--- src/rtl/branch_ctrl_pkg.sv ---
// Shared types and constants for the branch prediction tracking / redirect logic.
package branch_ctrl_pkg;

    localparam int INSTR_BYTES    = 4;
    // Queue entries carry full 32-bit addresses; narrower PCs are zero-extended.
    localparam int ENTRY_PC_WIDTH = 32;

    typedef enum logic {
        RUN     = 1'b0,
        RECOVER = 1'b1
    } state_t;

    typedef struct packed {
        logic [ENTRY_PC_WIDTH-1:0] pc;
        logic                      predict_taken;
        logic [ENTRY_PC_WIDTH-1:0] pred_target;
    } pred_entry_t;

endpackage

--- src/rtl/pred_queue.sv ---
// In-order FIFO of outstanding predictions; head entry is visible combinationally.
module pred_queue #(
    parameter int WIDTH = 65,
    parameter int DEPTH = 4
) (
    input  logic                     clk,
    input  logic                     rst_n,
    input  logic                     push,
    input  logic                     pop,
    input  logic                     clear,
    input  logic [WIDTH-1:0]         wdata,
    output logic [WIDTH-1:0]         rdata,
    output logic [$clog2(DEPTH):0]   count,
    output logic                     full,
    output logic                     empty
);
    localparam int PW = $clog2(DEPTH);

    logic [WIDTH-1:0] mem_reg [DEPTH];
    logic [PW-1:0]    rd_ptr_reg;
    logic [PW-1:0]    wr_ptr_reg;
    logic [PW:0]      count_reg;

    always_ff @(posedge clk) begin
        if (push) begin
            mem_reg[wr_ptr_reg] <= wdata;
        end
    end

    // Clear wins over a same-cycle push/pop so wrong-path writes vanish.
    always_ff @(posedge clk or negedge rst_n) begin
        if (!rst_n) begin
            rd_ptr_reg <= '0;
            wr_ptr_reg <= '0;
            count_reg  <= '0;
        end else if (clear) begin
            rd_ptr_reg <= '0;
            wr_ptr_reg <= '0;
            count_reg  <= '0;
        end else begin
            if (push) wr_ptr_reg <= wr_ptr_reg + 1'b1;
            if (pop)  rd_ptr_reg <= rd_ptr_reg + 1'b1;
            if (push && !pop)      count_reg <= count_reg + 1'b1;
            else if (pop && !push) count_reg <= count_reg - 1'b1;
        end
    end

    assign rdata = mem_reg[rd_ptr_reg];
    assign count = count_reg;
    assign full  = (count_reg == (PW+1)'(DEPTH));
    assign empty = (count_reg == '0);

endmodule

--- src/rtl/branch_redirect_ctrl.sv ---
// Tracks fetch-stage predictions to execute resolution; flushes and redirects on mispredict.
module branch_redirect_ctrl
    import branch_ctrl_pkg::*;
#(
    parameter int DATA_WIDTH = 32,
    parameter int QDEPTH     = 4,
    parameter int CNT_WIDTH  = 32
) (
    input  logic                  clk,
    input  logic                  rst_n,
    input  logic                  f_push,
    input  logic [DATA_WIDTH-1:0] f_pc,
    input  logic                  f_predict_taken,
    input  logic [DATA_WIDTH-1:0] f_pred_target,
    input  logic                  e_resolve,
    input  logic                  e_actual_taken,
    input  logic [DATA_WIDTH-1:0] e_actual_target,
    output logic                  stall_f,
    output logic                  flush_fd,
    output logic                  flush_de,
    output logic                  redirect_valid,
    output logic [DATA_WIDTH-1:0] redirect_pc,
    output logic [CNT_WIDTH-1:0]  branch_count,
    output logic [CNT_WIDTH-1:0]  mispredict_count,
    output logic                  underflow_err
);
    localparam int EW = $bits(pred_entry_t);

    state_t                  state_reg;
    pred_entry_t             wr_entry;
    pred_entry_t             head;
    logic [EW-1:0]           head_bits;
    logic [$clog2(QDEPTH):0] q_count;
    logic                    q_full;
    logic                    q_empty;
    logic                    push;
    logic                    pop;
    logic                    mispredict;
    logic                    underflow;
    logic [DATA_WIDTH-1:0]   head_pc;
    logic [DATA_WIDTH-1:0]   head_target;
    logic [DATA_WIDTH-1:0]   correct_pc;

    assign pop       = e_resolve && !q_empty && (state_reg == RUN);
    assign underflow = e_resolve && q_empty && (state_reg == RUN);
    assign stall_f   = q_full && !pop;
    assign push      = f_push && !stall_f && (state_reg == RUN);

    assign wr_entry.pc            = ENTRY_PC_WIDTH'(f_pc);
    assign wr_entry.predict_taken = f_predict_taken;
    assign wr_entry.pred_target   = ENTRY_PC_WIDTH'(f_pred_target);

    pred_queue #(
        .WIDTH (EW),
        .DEPTH (QDEPTH)
    ) u_queue (
        .clk   (clk),
        .rst_n (rst_n),
        .push  (push),
        .pop   (pop),
        .clear (state_reg == RECOVER),
        .wdata (wr_entry),
        .rdata (head_bits),
        .count (q_count),
        .full  (q_full),
        .empty (q_empty)
    );

    assign head        = head_bits;
    assign head_pc     = DATA_WIDTH'(head.pc);
    assign head_target = DATA_WIDTH'(head.pred_target);

    // Direction mismatch, or both taken but to different addresses (JALR).
    assign mispredict = pop && ((e_actual_taken != head.predict_taken) ||
                                (e_actual_taken && head.predict_taken &&
                                 (e_actual_target != head_target)));
    assign correct_pc = e_actual_taken ? e_actual_target
                                       : head_pc + DATA_WIDTH'(INSTR_BYTES);

    always_ff @(posedge clk or negedge rst_n) begin
        if (!rst_n) begin
            state_reg        <= RUN;
            flush_fd         <= 1'b0;
            flush_de         <= 1'b0;
            redirect_valid   <= 1'b0;
            redirect_pc      <= '0;
            branch_count     <= '0;
            mispredict_count <= '0;
            underflow_err    <= 1'b0;
        end else begin
            flush_fd       <= 1'b0;
            flush_de       <= 1'b0;
            redirect_valid <= 1'b0;
            unique case (state_reg)
                RUN: begin
                    if (mispredict) begin
                        state_reg      <= RECOVER;
                        flush_fd       <= 1'b1;
                        flush_de       <= 1'b1;
                        redirect_valid <= 1'b1;
                        redirect_pc    <= correct_pc;
                    end
                end
                RECOVER: state_reg <= RUN;
            endcase
            if (pop && (branch_count != '1))
                branch_count <= branch_count + 1'b1;
            if (mispredict && (mispredict_count != '1))
                mispredict_count <= mispredict_count + 1'b1;
            if (underflow)
                underflow_err <= 1'b1;
        end
    end

    // Only the low count bits are observed through q_full/q_empty.
    logic unused_ok;
    assign unused_ok = ^q_count;

endmodule

--- config.mk ---
export PLATFORM = sky130hd
export DESIGN_NAME = branch_redirect_ctrl
export DESIGN_NICKNAME = d
export VERILOG_FILES = /design/src/rtl/branch_ctrl_pkg.sv /design/src/rtl/pred_queue.sv /design/src/rtl/branch_redirect_ctrl.sv
export SDC_FILE = /design/constraint.sdc
export NUM_CORES = 1
export LEC_CHECK = 0
export BUFFER_PORTS_ARGS = -buffer_cell sky130_fd_sc_hd__clkbuf_2
export CAP_MARGIN = 30
export CORE_AREA = 2 2 141 198
export CTS_CLUSTER_DIAMETER = 60
export CTS_CLUSTER_SIZE = 12
export DETAILED_ROUTE_END_ITERATION = 6
export DIE_AREA = 0 0 143 200
export HOLD_SLACK_MARGIN = 0.15
export PLACE_DENSITY_LB_ADDON = 0.12
export SYNTH_ARGS = -nofsm -noshare
export SYNTH_HDL_FRONTEND = slang
export SYNTH_HIERARCHICAL = 1
export SYNTH_SLANG_ARGS = --single-unit
--- constraint.sdc ---
create_clock -name clk -period 4.95 [get_ports clk]
set_clock_uncertainty 0.2 [all_clocks]
set_input_delay 0.99 -clock clk [delete_from_list [all_inputs] [get_ports clk]]
set_output_delay 0.99 -clock clk [all_outputs]
set_load 0.02 [all_outputs]
==> impl_results.html <==
<table>
<tr><th>Metric</th><th>Value</th></tr>
<tr><th colspan="2">Synthesis</th></tr>
<tr><td>Nets in the synthesized netlist</td><td>1064</td></tr>
<tr><td>Cells taking the most area after synthesis</td><td>edfxtp_1 (51%), dfrtp_1 (17%), mux4_2 (9.5%), xor2_1 (3.6%), xnor2_1 (3.5%)</td></tr>
<tr><td>Area share of the largest cell type after synthesis</td><td>50.8%</td></tr>
<tr><td>Post-synth top flop</td><td>edfxtp_1</td></tr>
<tr><td>Avg Synthesized Cell Area</td><td>16.1 µm²</td></tr>
<tr><td>Synthesized cell area</td><td>15400 µm²</td></tr>
<tr><td>Total of warnings raised by yosys</td><td>6</td></tr>
<tr><td>Cell type with the highest aggregate area in the netlist</td><td>edfxtp_1</td></tr>
<tr><td>Seq/Total Area, Yosys</td><td>67.9%</td></tr>
<tr><td>Fraction of synthesis flops using an asynchronous set or reset pin</td><td>28.8%</td></tr>
<tr><td>Count of unique library cells instantiated by Yosys</td><td>45</td></tr>
<tr><td>Flip-flop and latch count after synthesis</td><td>365</td></tr>
<tr><td>Number of enable-type register cells in the synthesized netlist</td><td>260</td></tr>
<tr><td>Cell count after synthesis</td><td>953</td></tr>
<tr><th colspan="2">Power</th></tr>
<tr><td>Cell leakage power</td><td>6.74 nW</td></tr>
<tr><td>Proportion of power drawn by combinational gates</td><td>28.8%</td></tr>
<tr><td>Total power divided by cell area</td><td>530 nW/µm²</td></tr>
<tr><td>Fraction of power spent switching nets</td><td>31.1%</td></tr>
<tr><td>Power spent charging and discharging nets</td><td>2.94 mW</td></tr>
<tr><td>Part of the total power dissipated in sequential elements</td><td>44.9%</td></tr>
<tr><td>Clock network fraction of design power</td><td>26.4%</td></tr>
<tr><td>Maximum VDD drop</td><td>0.451 mV</td></tr>
<tr><td>Total power draw</td><td>9.47 mW</td></tr>
<tr><td>Internal portion of total power</td><td>6.52 mW</td></tr>
<tr><th colspan="2">Floorplan</th></tr>
<tr><td>Placement row count</td><td>71</td></tr>
<tr><td>Initial Utilization</td><td>57.5%</td></tr>
<tr><td>Placeable Area</td><td>26700 µm²</td></tr>
<tr><td>DIE WIDTH</td><td>143 µm</td></tr>
<tr><td>Area enclosed by the die boundary</td><td>28600 µm²</td></tr>
<tr><td>Vertical extent of the die</td><td>200 µm</td></tr>
<tr><td>Ports placed on the boundary</td><td>203</td></tr>
<tr><th colspan="2">Global route</th></tr>
<tr><td>Gr ovfl total</td><td>0</td></tr>
<tr><td>Initial antenna violation count</td><td>1</td></tr>
<tr><td>Wire length of the first global-routing pass</td><td>49700 µm</td></tr>
<tr><td>Via count of the first global-routing pass</td><td>8823</td></tr>
<tr><td>Global-route total usage across every layer</td><td>23.3%</td></tr>
<tr><td>Maximum number of pins on one net before global-route repair</td><td>67</td></tr>
<tr><th colspan="2">Routing</th></tr>
<tr><td>Initial DRC Count</td><td>498</td></tr>
<tr><td>Antenna violation net count after detailed routing</td><td>0</td></tr>
<tr><td>Routed WL per cell</td><td>20.9 µm</td></tr>
<tr><td>Via-to-Cell Ratio</td><td>5.65</td></tr>
<tr><td>Total wire length</td><td>32600 µm</td></tr>
<tr><td>First-pass detailed-route iteration total</td><td>5</td></tr>
<tr><td>Overall via count from detail_route</td><td>8819</td></tr>
<tr><td># DRC</td><td>0</td></tr>
<tr><th colspan="2">Status</th></tr>
<tr><td>Outcome</td><td>finished clean</td></tr>
<tr><th colspan="2">Clock network</th></tr>
<tr><td>Number of buffers added by the clock tree synthesis step</td><td>36</td></tr>
<tr><td>Clock Latency Late Sink</td><td>0.53 ns</td></tr>
<tr><td># H-tree levels</td><td>2</td></tr>
<tr><td>Clock slew at the register clock pins of the worst setup and hold paths</td><td>0.06 ns</td></tr>
<tr><td>Post-cts sizing count</td><td>0</td></tr>
<tr><td>Number of buffers added to fix hold violations after cts</td><td>0</td></tr>
<tr><td>Number of buffers added for setup after CTS</td><td>0</td></tr>
<tr><td>Clock sink count</td><td>365</td></tr>
<tr><td>CTS tree</td><td>done</td></tr>
<tr><td>Root cell of the clock tree</td><td>clkbuf_16</td></tr>
<tr><td>Maximum clock insertion buffer count</td><td>3</td></tr>
<tr><th colspan="2">Placement</th></tr>
<tr><td>Global placement routability congestion</td><td>0.822</td></tr>
<tr><td>Count of buffers inserted at the top-level ports</td><td>202</td></tr>
<tr><td>DP Wirelength</td><td>22100 µm</td></tr>
<tr><th colspan="2">Critical path</th></tr>
<tr><td>Crit start category</td><td>flop</td></tr>
<tr><td>Crit path arrival time</td><td>4.04 ns</td></tr>
<tr><td>Cell chain of the critical path</td><td>buf_12, mux4_2, nand4_1, nor4_2, nand3_1, nor3_1, xnor2_1, o21ai_0, mux2_2</td></tr>
<tr><td>Required time reported for the critical path endpoint</td><td>5.16 ns</td></tr>
<tr><td>Crit. End Element</td><td>flop</td></tr>
<tr><td>Slowest cell on the critical path</td><td>dfrtp_4</td></tr>
<tr><td>Worst Path Max Fanout</td><td>35</td></tr>
<tr><td>Biggest cell delay along the critical path</td><td>0.88 ns</td></tr>
<tr><td>Classification of the worst setup path</td><td>reg2reg</td></tr>
<tr><th colspan="2">Cells and area</th></tr>
<tr><td>Share of final-layout standard cells stronger than drive strength 1</td><td>30.6%</td></tr>
<tr><td>Top library cells by usage in the layout, fill and taps aside</td><td>edfxtp_1 (260), clkbuf_2 (201), dfrtp_1 (103)</td></tr>
<tr><td>Fill count</td><td>1948</td></tr>
<tr><td>Finished Core Util</td><td>66.8%</td></tr>
<tr><td>FF+latch area</td><td>10400 µm²</td></tr>
<tr><td>Ant. Diodes</td><td>0</td></tr>
<tr><td>Area growth from synthesis to layout</td><td>16.2%</td></tr>
<tr><td>Leading cell type in the layout, fill and taps excluded</td><td>edfxtp_1</td></tr>
<tr><td>Number of nets in the final layout</td><td>1282</td></tr>
<tr><td>Number of flip-flops in the largest register</td><td>260</td></tr>
<tr><td>Area of the multi-input gates</td><td>4640 µm²</td></tr>
<tr><th colspan="2">Worst hold path</th></tr>
<tr><td>Hold Crit Class</td><td>in2async</td></tr>
<tr><th colspan="2">Flow run</th></tr>
<tr><td>Total of max-cap violations</td><td>0</td></tr>
<tr><th colspan="2">STA</th></tr>
<tr><td>Fin Setup TNS</td><td>0 ns</td></tr>
<tr><td>Endpoints failing hold</td><td>0</td></tr>
<tr><td>Max transition margin</td><td>42.3%</td></tr>
<tr><td>Number of setup violations in the final report</td><td>0</td></tr>
<tr><td>RSZ-0062 raised after global routing</td><td>false</td></tr>
<tr><td>Least-Margin Pin Slew</td><td>0.858 ns</td></tr>
<tr><td>Share of the clock period used by the worst path</td><td>77.4%</td></tr>
<tr><td>Count of final max-slew check failures</td><td>0</td></tr>
<tr><td>Highest clock rate</td><td>0.261 GHz</td></tr>
<tr><td>Post-layout minimum cycle time</td><td>3.83 ns</td></tr>
</table>
-- power by group through the flow --
stage	clock, mW	combinational [mW]	sequential [mW]
CTS	2.55	2.77	4.26
global route	2.67	2.95	4.32
global placement	0	2.72	4.30
finish	2.50	2.72	4.25
detailed placement	0	2.75	4.31
floorplan	0	1.86	4.39
-- cell usage after synthesis, drive strengths merged (7+ instances only) --
cell type and count:
edfxtp 260, dfrtp 105, and3 25, mux4 65, inv 16, nor2 40, clkbuf 12, nand3 47
nand4 30, nor4 10, ha 8, mux2 30, o21ai 32, and2 8, xnor2 62, xor2 63
nand2 64, buf 25, and4 7, nor3 15
-- routing by layer --
metal | wire, µm | share of wire [%] | GRT usage (%)
met5 | 16 | 0.049 | 0
met1 | 13200 | 41 | 30.5
met4 | 719 | 2.2 | 6.97
met2 | 16300 | 50 | 39.3
met3 | 2300 | 7.1 | 5.42
-- per-stage QoR --
stage	hold slack [ns]	setup slack, ns	cells	instance area (µm²)
final	0.228	1.12	1561	17900
after global routing	0.247	0.790	1561	17900
after CTS	0.221	1.06	1561	17900
after detailed placement	0.280	1.07	1498	16800
after global placement	0.271	1.14	1498	16800
after floorplan	0.332	0.286	953	15400
-- area by class of cell --
cell class	instances	area share, %
multi-input combinational	535	26.0
clock inverter	3	0.133
sequential	365	58.5
timing repair buffer	217	6.80
inverter	16	0.336
clock buffer	60	5.72
tap	365	2.56
-- worst max-delay path, delay by kind of cell (launching register included) --
kind,cells,cell delay (ns)
flops,1,0.88
simple gates,4,1.40
buf+inv,1,0.34
xor+xnor,1,0.15
mux,2,0.62
compound gates,1,0.08
-- final timing paths --
| check | start | end | slack, ns | cells past startpoint |
|---|---|---|---|---|
| hold reg to reg | mispredict_count[22] | mispredict_count[22] | 0.29 | 1 |
| hold / removal | rst_n | mispredict_count[15] | 0.23 | 1 |
| min in group clk | mispredict_count[22] | mispredict_count[22] | 0.29 | 1 |
| setup reg to reg | u_queue/rd_ptr_reg[0] | redirect_pc[31] | 1.12 | 9 |
| setup / recovery | u_queue/rd_ptr_reg[0] | redirect_pc[31] | 1.12 | 9 |
| max in group asynchronous | rst_n | branch_count[17] | 3.44 | 2 |
-- logic make-up (layout without fill, tap and decap cells) --
group,Yosys count,in the layout,share of synthesized area (%)
AOI/OAI and AO/OA,42,42,1.44
xor gates and xnor gates,125,125,7.12
adders and majority gates,9,9,0.781
buffers and inverters,53,296,2.04
DFF,365,365,67.9
muxes,99,99,12.0
and+or+nand+nor,260,260,8.73
Power figures use the tool's default switching activity.
